===== src/rtl/octavo_io_port_endpoint_if.sv =====
`default_nettype none
// ============================================================================
// Module  : octavo_io_port_endpoint_if
// Purpose : Bundles the external ready/valid streams and the CPU-side Octavo
//           I/O port signals of one port endpoint.
// Ports   : in_data/in_valid/in_ready        - inbound stream from external logic
//           io_read_EF/io_read_data/io_rden  - CPU read port
//           io_write_EF/io_write_data/io_wren- CPU write port
//           out_data/out_valid/out_ready     - outbound stream to external logic
// Modports: slave  - the endpoint itself
//           master - everything around it (CPU and external logic)
// Revision: 1.0 - initial release
// ============================================================================
interface octavo_io_port_endpoint_if #(
   parameter int WORD_WIDTH = 36
);
   logic [WORD_WIDTH-1:0] in_data;
   logic                  in_valid;
   logic                  in_ready;
   logic                  io_read_EF;
   logic [WORD_WIDTH-1:0] io_read_data;
   logic                  io_rden;
   logic                  io_write_EF;
   logic [WORD_WIDTH-1:0] io_write_data;
   logic                  io_wren;
   logic [WORD_WIDTH-1:0] out_data;
   logic                  out_valid;
   logic                  out_ready;

   modport slave (
      input  in_data, in_valid, io_rden, io_write_data, io_wren, out_ready,
      output in_ready, io_read_EF, io_read_data, io_write_EF, out_data, out_valid
   );

   modport master (
      output in_data, in_valid, io_rden, io_write_data, io_wren, out_ready,
      input  in_ready, io_read_EF, io_read_data, io_write_EF, out_data, out_valid
   );
endinterface
`default_nettype wire


===== src/rtl/octavo_io_port_endpoint.sv =====
`default_nettype none
// ============================================================================
// Module  : octavo_io_port_endpoint
// Purpose : Device-side end of one Octavo I/O port pair. An inbound circular
//           FIFO feeds the CPU read port; an outbound circular FIFO drains the
//           CPU write port. State is only pointers and occupancy counts.
// Ports   : clk  - single clock
//           rst  - synchronous, active-high reset
//           bus  - octavo_io_port_endpoint_if.slave (streams + CPU port)
//           o_err_underflow / o_err_overflow / o_words_out
//                - only when OCTAVO_IO_ENDPOINT_STATS_EN is defined
// Macro   : OCTAVO_IO_ENDPOINT_STATS_EN - adds sticky error flags and an
//           outbound word counter
// Revision: 1.0 - initial release
// ============================================================================
module octavo_io_port_endpoint #(
   parameter int WORD_WIDTH = 36,
   parameter int DEPTH      = 4,
   parameter int ADDR_WIDTH = 2
) (
   input  wire logic                    clk,
   input  wire logic                    rst,
`ifdef OCTAVO_IO_ENDPOINT_STATS_EN
   output      logic                    o_err_underflow,
   output      logic                    o_err_overflow,
   output      logic [15:0]             o_words_out,
`endif
   octavo_io_port_endpoint_if.slave     bus
);

   localparam logic [ADDR_WIDTH:0]   c_FULL     = (ADDR_WIDTH+1)'(DEPTH);
   localparam logic [ADDR_WIDTH:0]   c_EMPTY    = '0;
   localparam logic [ADDR_WIDTH-1:0] c_PTR_ONE  = ADDR_WIDTH'(1);
   localparam logic [ADDR_WIDTH:0]   c_CNT_ONE  = (ADDR_WIDTH+1)'(1);

   // ---------------- inbound FIFO (external -> CPU) ----------------
   logic [WORD_WIDTH-1:0] r_mem_in [DEPTH];
   logic [ADDR_WIDTH-1:0] r_wr_ptr_in;
   logic [ADDR_WIDTH-1:0] r_rd_ptr_in;
   logic [ADDR_WIDTH:0]   r_count_in;
   logic                  w_in_ready;
   logic                  w_read_ef;
   logic                  w_in_push;
   logic                  w_in_pop;

   // Flags depend only on registered counts (and reset), never on io_rden,
   // so a pop cannot combinationally raise in_ready in the same cycle.
   assign w_in_ready = rst | (r_count_in != c_FULL);
   assign w_read_ef  = ~rst & (r_count_in != c_EMPTY);
   assign w_in_push  = bus.in_valid & w_in_ready;
   assign w_in_pop   = bus.io_rden & w_read_ef;

   assign bus.in_ready     = w_in_ready;
   assign bus.io_read_EF   = w_read_ef;
   assign bus.io_read_data = r_mem_in[r_rd_ptr_in];

   always_ff @(posedge clk) begin
      if (w_in_push) begin
         r_mem_in[r_wr_ptr_in] <= bus.in_data;
      end
   end

   always_ff @(posedge clk) begin
      if (rst) begin
         r_wr_ptr_in <= '0;
         r_rd_ptr_in <= '0;
         r_count_in  <= '0;
      end else begin
         if (w_in_push) r_wr_ptr_in <= r_wr_ptr_in + c_PTR_ONE;
         if (w_in_pop)  r_rd_ptr_in <= r_rd_ptr_in + c_PTR_ONE;
         // Simultaneous push and pop leaves the count unchanged.
         case ({w_in_push, w_in_pop})
            2'b10:   r_count_in <= r_count_in + c_CNT_ONE;
            2'b01:   r_count_in <= r_count_in - c_CNT_ONE;
            default: r_count_in <= r_count_in;
         endcase
      end
   end

   // ---------------- outbound FIFO (CPU -> external) ----------------
   logic [WORD_WIDTH-1:0] r_mem_out [DEPTH];
   logic [ADDR_WIDTH-1:0] r_wr_ptr_out;
   logic [ADDR_WIDTH-1:0] r_rd_ptr_out;
   logic [ADDR_WIDTH:0]   r_count_out;
   logic                  w_write_ef;
   logic                  w_out_valid;
   logic                  w_out_push;
   logic                  w_out_pop;

   assign w_write_ef  = ~rst & (r_count_out == c_FULL);
   assign w_out_valid = ~rst & (r_count_out != c_EMPTY);
   assign w_out_push  = bus.io_wren & ~w_write_ef;
   assign w_out_pop   = w_out_valid & bus.out_ready;

   assign bus.io_write_EF = w_write_ef;
   assign bus.out_valid   = w_out_valid;
   assign bus.out_data    = r_mem_out[r_rd_ptr_out];

   always_ff @(posedge clk) begin
      if (w_out_push) begin
         r_mem_out[r_wr_ptr_out] <= bus.io_write_data;
      end
   end

   always_ff @(posedge clk) begin
      if (rst) begin
         r_wr_ptr_out <= '0;
         r_rd_ptr_out <= '0;
         r_count_out  <= '0;
      end else begin
         if (w_out_push) r_wr_ptr_out <= r_wr_ptr_out + c_PTR_ONE;
         if (w_out_pop)  r_rd_ptr_out <= r_rd_ptr_out + c_PTR_ONE;
         case ({w_out_push, w_out_pop})
            2'b10:   r_count_out <= r_count_out + c_CNT_ONE;
            2'b01:   r_count_out <= r_count_out - c_CNT_ONE;
            default: r_count_out <= r_count_out;
         endcase
      end
   end

`ifdef OCTAVO_IO_ENDPOINT_STATS_EN
   // ---------------- optional statistics ----------------
   logic        r_err_underflow;
   logic        r_err_overflow;
   logic [15:0] r_words_out;

   always_ff @(posedge clk) begin
      if (rst) begin
         r_err_underflow <= 1'b0;
         r_err_overflow  <= 1'b0;
         r_words_out     <= '0;
      end else begin
         if (bus.io_rden & ~w_read_ef) r_err_underflow <= 1'b1;
         if (bus.io_wren & w_write_ef) r_err_overflow  <= 1'b1;
         if (w_out_pop)                r_words_out     <= r_words_out + 16'd1;
      end
   end

   assign o_err_underflow = r_err_underflow;
   assign o_err_overflow  = r_err_overflow;
   assign o_words_out     = r_words_out;
`endif

endmodule
`default_nettype wire

===== src/flat_wrapper.sv =====
// flat-port wrapper written by rule: the top's interface ports become plain ports
module octavo_io_port_endpoint_flat 
#(
   parameter int WORD_WIDTH = 36,
   parameter int DEPTH      = 4,
   parameter int ADDR_WIDTH = 2
)
  (clk, rst, bus_in_data, bus_in_valid, bus_io_rden, bus_io_write_data, bus_io_wren, bus_out_ready, bus_in_ready, bus_io_read_EF, bus_io_read_data, bus_io_write_EF, bus_out_data, bus_out_valid);
  octavo_io_port_endpoint_if #(.WORD_WIDTH(WORD_WIDTH)) bus_i ();
  input  wire logic clk;
  input  wire logic rst;
  input wire logic [$bits(bus_i.in_data)-1:0] bus_in_data;
  input wire logic [$bits(bus_i.in_valid)-1:0] bus_in_valid;
  input wire logic [$bits(bus_i.io_rden)-1:0] bus_io_rden;
  input wire logic [$bits(bus_i.io_write_data)-1:0] bus_io_write_data;
  input wire logic [$bits(bus_i.io_wren)-1:0] bus_io_wren;
  input wire logic [$bits(bus_i.out_ready)-1:0] bus_out_ready;
  output wire logic [$bits(bus_i.in_ready)-1:0] bus_in_ready;
  output wire logic [$bits(bus_i.io_read_EF)-1:0] bus_io_read_EF;
  output wire logic [$bits(bus_i.io_read_data)-1:0] bus_io_read_data;
  output wire logic [$bits(bus_i.io_write_EF)-1:0] bus_io_write_EF;
  output wire logic [$bits(bus_i.out_data)-1:0] bus_out_data;
  output wire logic [$bits(bus_i.out_valid)-1:0] bus_out_valid;
  assign bus_i.in_data = bus_in_data;
  assign bus_i.in_valid = bus_in_valid;
  assign bus_i.io_rden = bus_io_rden;
  assign bus_i.io_write_data = bus_io_write_data;
  assign bus_i.io_wren = bus_io_wren;
  assign bus_i.out_ready = bus_out_ready;
  assign bus_in_ready = bus_i.in_ready;
  assign bus_io_read_EF = bus_i.io_read_EF;
  assign bus_io_read_data = bus_i.io_read_data;
  assign bus_io_write_EF = bus_i.io_write_EF;
  assign bus_out_data = bus_i.out_data;
  assign bus_out_valid = bus_i.out_valid;
  octavo_io_port_endpoint #(.WORD_WIDTH(WORD_WIDTH), .DEPTH(DEPTH), .ADDR_WIDTH(ADDR_WIDTH)) u_core (.clk(clk), .rst(rst), .bus(bus_i));
endmodule

===== config.mk =====
export PLATFORM = sky130hd
export DESIGN_NAME = octavo_io_port_endpoint_flat
export DESIGN_NICKNAME = d
export VERILOG_FILES = /design/src/rtl/octavo_io_port_endpoint_if.sv /design/src/rtl/octavo_io_port_endpoint.sv /design/src/flat_wrapper.sv
export SDC_FILE = /design/constraint.sdc
export NUM_CORES = 1
export LEC_CHECK = 0
export CORE_ASPECT_RATIO = 1.4
export CORE_MARGIN = 8
export CORE_UTILIZATION = 58
export CTS_CLUSTER_DIAMETER = 200
export DETAILED_ROUTE_END_ITERATION = 6
export GPL_TIMING_DRIVEN = 0
export PLACE_DENSITY = 0.9
export SLEW_MARGIN = 20
export SYNTH_ARGS = -nofsm -noshare
export SYNTH_HDL_FRONTEND = slang
export SYNTH_SLANG_ARGS = --single-unit

===== constraint.sdc =====
create_clock -name clk -period 7.46 [get_ports clk]
set_clock_uncertainty 0.05 [all_clocks]
set_input_delay 1.119 -clock clk [delete_from_list [all_inputs] [get_ports clk]]
set_output_delay 1.119 -clock clk [all_outputs]
set_load 0.05 [all_outputs]

Word-level counts from Yosys, hierarchy flattened:

Memories as Yosys holds them, arrays and structs flattened. A register that Yosys moved wholly into a read port is not among the register bits.
Index checks and enable logic that the tools add are counted.

* word-level logic and storage cells: 46
* output and inout port bits: 76
* register bits after elaboration: 14
* bits in writable memories: 288
* memories kept: 2

* multiplexer cells: 10
* equal/unequal tests: 6
* bitwise operators: 10
* reduce and logical (&&, ||, !) cells: 4
* add/sub/neg operators: 8

Memories
* u_core.r_mem_in: depth 4, width 36, rd ports 1, clocked after memory_dff 1, wr ports 1, line octavo_io_port_endpoint.sv:37 `logic [WORD_WIDTH-1:0] r_mem_in [DEPTH];`
* u_core.r_mem_out: depth 4, width 36, rd ports 1, clocked after memory_dff 1, wr ports 1, line octavo_io_port_endpoint.sv:81 `logic [WORD_WIDTH-1:0] r_mem_out [DEPTH];`

Operators by type and width (number)
* $pmux 3 s2: 2
* $add 2x1->2 const B: 4
* $mux 2: 4
* $and 1x1->1: 7
* $add 3x1->3 const B: 2
* $reduce_bool 3->1: 2
* $sub 3x1->3 const B: 2
* $eq 2x1->1 const B: 2
* $eq 2x2->1 const B: 2
* $mux 1: 4
* $reduce_bool 2->1: 2
* $eq 3x3->1 const B: 1
* $ne 3x3->1 const B: 1
* $not 1->1: 2
* $or 1x1->1: 1

Depth between registers and ports, before layout:

* depth after elaboration: 6
* gate-level depth with buffers: 11

Least setup slack after synthesis:

No wires, ideal clock.

* kind: input to register
* start point: input rst
* end point: register u_core.r_count_out[2]
* cell stages on the path: 10
* data required time: 7.339 ns
* setup time: 0.071 ns
* path slack: 3.538 ns
* data arrival time: 3.801 ns
* cells stage by stage: buf_6 nor4b_2 nor2b_1 inv_1 ha_1 inv_1 fa_1 xor2_1 or3_1 a21oi_1

* word-level cells in the longest chain between the ends: 6
* elaborated cells between the ends (all ways): 10
* classes of those cells: eq/ne: 2; mux: 1; bitwise: 6; reduce/logical: 1

RTL lines
* start, declared: line flat_wrapper.sv:11 `input wire logic rst;`
* $not 1->1 (*): line octavo_io_port_endpoint.sv:90 `assign w_write_ef = ~rst & (r_count_out == c_FULL);`
* $and 1x1->1 (*): line octavo_io_port_endpoint.sv:90
* via bus_io_write_EF: line flat_wrapper.sv:21 `output wire logic [$bits(bus_i.io_write_EF)-1:0] bus_io_write_EF;`
* $not 1->1 (*): line octavo_io_port_endpoint.sv:92 `assign w_out_push = bus.io_wren & ~w_write_ef;`
* $and 1x1->1 (*): line octavo_io_port_endpoint.sv:92
* $eq 2x1->1 or $eq 2x2->1 (tied branches): line octavo_io_port_endpoint.sv:113 `case ({w_out_push, w_out_pop})`
* $pmux 3 s2 or $reduce_bool 2->1 (tied branches)
* end signal, assigned: line octavo_io_port_endpoint.sv:114 `2'b10: r_count_out <= r_count_out + c_CNT_ONE;`
* end signal, assigned: line octavo_io_port_endpoint.sv:115 `2'b01: r_count_out <= r_count_out - c_CNT_ONE;`
* end signal, assigned: line octavo_io_port_endpoint.sv:116 `default: r_count_out <= r_count_out;`
* end, declared: line octavo_io_port_endpoint.sv:84 `logic [ADDR_WIDTH:0] r_count_out;`

Mark *: on every way through the listed nets, which the timed path passes. The rest lies on a longest branch.
A chain may end at the register's enable or synchronous reset.

==> results.sh <==
export IMPL_synth_top_area_share=0.763
export IMPL_worst_pin_slew_ns=0.620
export IMPL_fin_crit_ns=4.10
export IMPL_powerDensity_nw_per_um2=299
export IMPL_r2r_cells=10
export IMPL_antenna_found_initial=0
export IMPL_grt_max_degree=28
export IMPL_layout_commonest_cell="edfxtp_1"
export IMPL_worstPathMaxFanout=10
export IMPL_place_gp_congestion=0.699
export IMPL_critPathTopFamily="buffers and inverters"
export IMPL_synth_warnings=0
export IMPL_worstPathRequired_ns=6.29
export IMPL_grt_overflow_total=0
export IMPL_areaGrowthSynthToFinish_pct=24.5
export IMPL_endpoint_kind="output pin"
export IMPL_r2r_end="u_core.r_count_in[2]"
export IMPL_power_share_sequential=0.477
export IMPL_setup_viol_count_final=0
export IMPL_crit_path_top_delay_cell="clkdlybuf4s50_1"
export IMPL_setup_tns_final_ns=0
export IMPL_num_vias=5452
export IMPL_crit_buf_inv=3
export IMPL_yosys_register_bits=306
export IMPL_drtIter0Drc=414
export IMPL_crit_cells=4
export IMPL_n_fill_cell=1103
export IMPL_drv_slew=0
export IMPL_cts_buffers_inserted=27
export IMPL_maxCapViolCount=0
export IMPL_cts_resized=0
export IMPL_final_nets=762
export IMPL_cts_hold_buf=0
export IMPL_relSlewSlack=0.587
export IMPL_start_kind="register"
export IMPL_synth_compound_area_frac=0.00552
export IMPL_grt_pass1_wl_mm=34.6
export IMPL_diodes=0
export IMPL_holdCritPathClass="reg2reg"
export IMPL_syn_area_per_cell_um2=23.5
export IMPL_mostFrequentLayoutCells="288 x edfxtp_1, 152 x clkdlybuf4s50_1, 72 x mux4_2, 27 x clkbuf_16, 18 x dfxtp_1"
export IMPL_synth_top_family_by_area="multiplexers"
export IMPL_grt_pass1_vias=5934
export IMPL_fin_area_um2=14100
export IMPL_comb_power_share=0.230
export IMPL_place_hpwl_mm=15.4
export IMPL_run_status="completed"
export IMPL_synthesis_instances=483
export IMPL_hold_viol=0
export IMPL_cts_path_max_buffers=3
export IMPL_cellLeakagePower_nw=4.54
export IMPL_die_x_um=134
export IMPL_cellInternalPower_w=0.00305
export IMPL_synth_fa_ha_area_frac=0.0146
export IMPL_clk_pin_slew_ns=0.06
export IMPL_power_frac_clock=0.293
export IMPL_switching_share=0.278
export IMPL_fp_row_count=60
export IMPL_drc_errors=0
export IMPL_power_switching_w=0.00117
export IMPL_htreeDepth=1
export IMPL_io_buffer_count=152
export IMPL_syn_area_um2=11300
export IMPL_via_per_inst=5.84
export IMPL_io_pins=154
export IMPL_dpl_instance_area_um2=13300
export IMPL_insertion_delay_ns=0.52
export IMPL_totalWireLength_mm=22.7
export IMPL_synthSimpleGateAreaFrac=0.0203
export IMPL_dieHeight_um=181
export IMPL_yosysTopAreaCell="edfxtp_1"
export IMPL_firstDrtPassIters=7
export IMPL_synth_xor_area_frac=0.00309
export IMPL_arrival_ns=2.93
export IMPL_initial_core_util=0.590
export IMPL_yosysUniqueCellTypes=33
export IMPL_synth_seq_area_share=0.795
export IMPL_wl_per_cell_um=24.3
export IMPL_critPathMaxStageDelay_ns=0.86
export IMPL_crit_type="reg2out"
export IMPL_endpoint="bus_io_read_data[23]"
export IMPL_clock_sinks=306
export IMPL_fin_crit_sh=0.550
export IMPL_vdd_drop_max_mv=0.260
export IMPL_rsz0062_at_grt="false"
export IMPL_cts_tree="built"
export IMPL_r2r_start="u_core.r_count_in[0]"
export IMPL_ys_top_cells_by_area="edfxtp_1 76%, mux4_2 14%, dfxtp_1 3.2%, ha_1 1.1%, mux2i_1 0.44%"
export IMPL_r2r_slack_ns=4.84
export IMPL_drive_gt1_frac=0.197
export IMPL_timing_fmax_mhz=244
export IMPL_coreArea_um2=19200
export IMPL_cp_cell_sequence="clkbuf_1 -> buf_1 -> mux4_2 -> clkdlybuf4s50_1"
export IMPL_post_cts_setup_buffers=0
export IMPL_grtUsageTotal=0.186
export IMPL_synthMuxAreaShare=0.148
export IMPL_die_area_um2=24300
export IMPL_root_buffer="clkbuf_16"
export IMPL_ant_nets=0
export IMPL_synth_fp_nets=573
==> state kept, by name, summed over array words and instances, names as in the netlist, named ones only <==
signal / cells
u_core.r_count_in: 3
u_core.r_count_out: 3
u_core.r_mem_in: 144
u_core.r_mem_out: 144
u_core.r_rd_ptr_in: 2
u_core.r_rd_ptr_out: 2
u_core.r_wr_ptr_in: 2
u_core.r_wr_ptr_out: 2
==> power groups by stage <==
stage,registers [W],logic (W),clock network (W)
floorplan,0.00203,0.000649,0
global placement,0.00204,0.000943,0
detailed placement,0.00205,0.000979,0
CTS,0.00201,0.000987,0.00127
global route,0.00202,0.00102,0.00132
finish,0.00201,0.000971,0.00124
==> worst min path at each step <==
stage | start | endpoint | slack (ns) | cells past startpoint
floorplan | u_core.r_rd_ptr_out[0] | register | 0.41 | 1
global placement | u_core.r_rd_ptr_out[0] | u_core.r_rd_ptr_out[0] | 0.41 | 1
detailed placement | u_core.r_rd_ptr_in[0] | register | 0.43 | 1
CTS | u_core.r_rd_ptr_in[0] | register | 0.45 | 1
global route | u_core.r_rd_ptr_in[0] | u_core.r_rd_ptr_in[0] | 0.47 | 1
finish | u_core.r_rd_ptr_in[0] | register | 0.44 | 1
==> per-stage QoR <==
step | util | hold slack, ns | setup WS, ns | power, W | instances
final | 0.734 | 0.442 | 3.36 | 0.00422 | 934
after global routing | 0.734 | 0.474 | 3.17 | 0.00436 | 934
after CTS | 0.734 | 0.448 | 3.28 | 0.00426 | 934
after detailed placement | 0.694 | 0.430 | 3.73 | 0.00302 | 891
after global placement | 0.685 | 0.414 | 3.59 | 0.00298 | 883
after floorplan | - | 0.406 | 3.54 | 0.00268 | 483
==> cell usage after synthesis <==
cell        n
nand4_1     2
dfxtp_1    18
o31ai_2     1
mux4_2     72
nor4b_2     1
and2_1      4
ha_1       10
nor3b_1     2
inv_1      12
mux2i_1     5
nor2b_1     1
edfxtp_1  288
clkinv_1    1
buf_4       2
nand2_1     9
buf_6       2
clkbuf_1    6
a21oi_1     4
buf_2       7
xor2_1      4
or3_1       2
fa_1        2
o211ai_1    2
o21ai_1     1
or4b_4      1
buf_1       2
and3_1      4
and2_4      1
or4_1       2
nor2_1     10
nor3_1      2
o21ai_0     2
mux2_1      1
==> logic make-up after synthesis <==
| kind of cell | after synthesis |
|---|---|
| muxes | 78 |
| AOI/OAI and AO/OA | 10 |
| adders and majority gates | 12 |
| buffers and inverters | 32 |
| xor gates and xnor gates | 4 |
| DFF | 306 |
| and+or+nand+nor | 41 |
==> area by class of cell <==
class	instances	area, um2	share of cell area
inverter	13	48.8	0.00346
sequential	306	9010	0.638
clock inverter	9	71.3	0.00505
multi-input combinational	145	2190	0.155
buffer	19	103	0.00727
timing repair buffer	160	1680	0.119
clock buffer	34	702	0.0497
tap	248	310	0.0220
==> per-layer routing <==
layer | share of wire | track usage | vias up
li1 | - | - | 2376
met4 | 0.017 | 0.0446 | 0
met3 | 0.090 | 0.0561 | 34
met5 | 0 | 0 | -
met1 | 0.36 | 0.214 | 2792
met2 | 0.53 | 0.333 | 250
(Power assumes the default switching activity.)
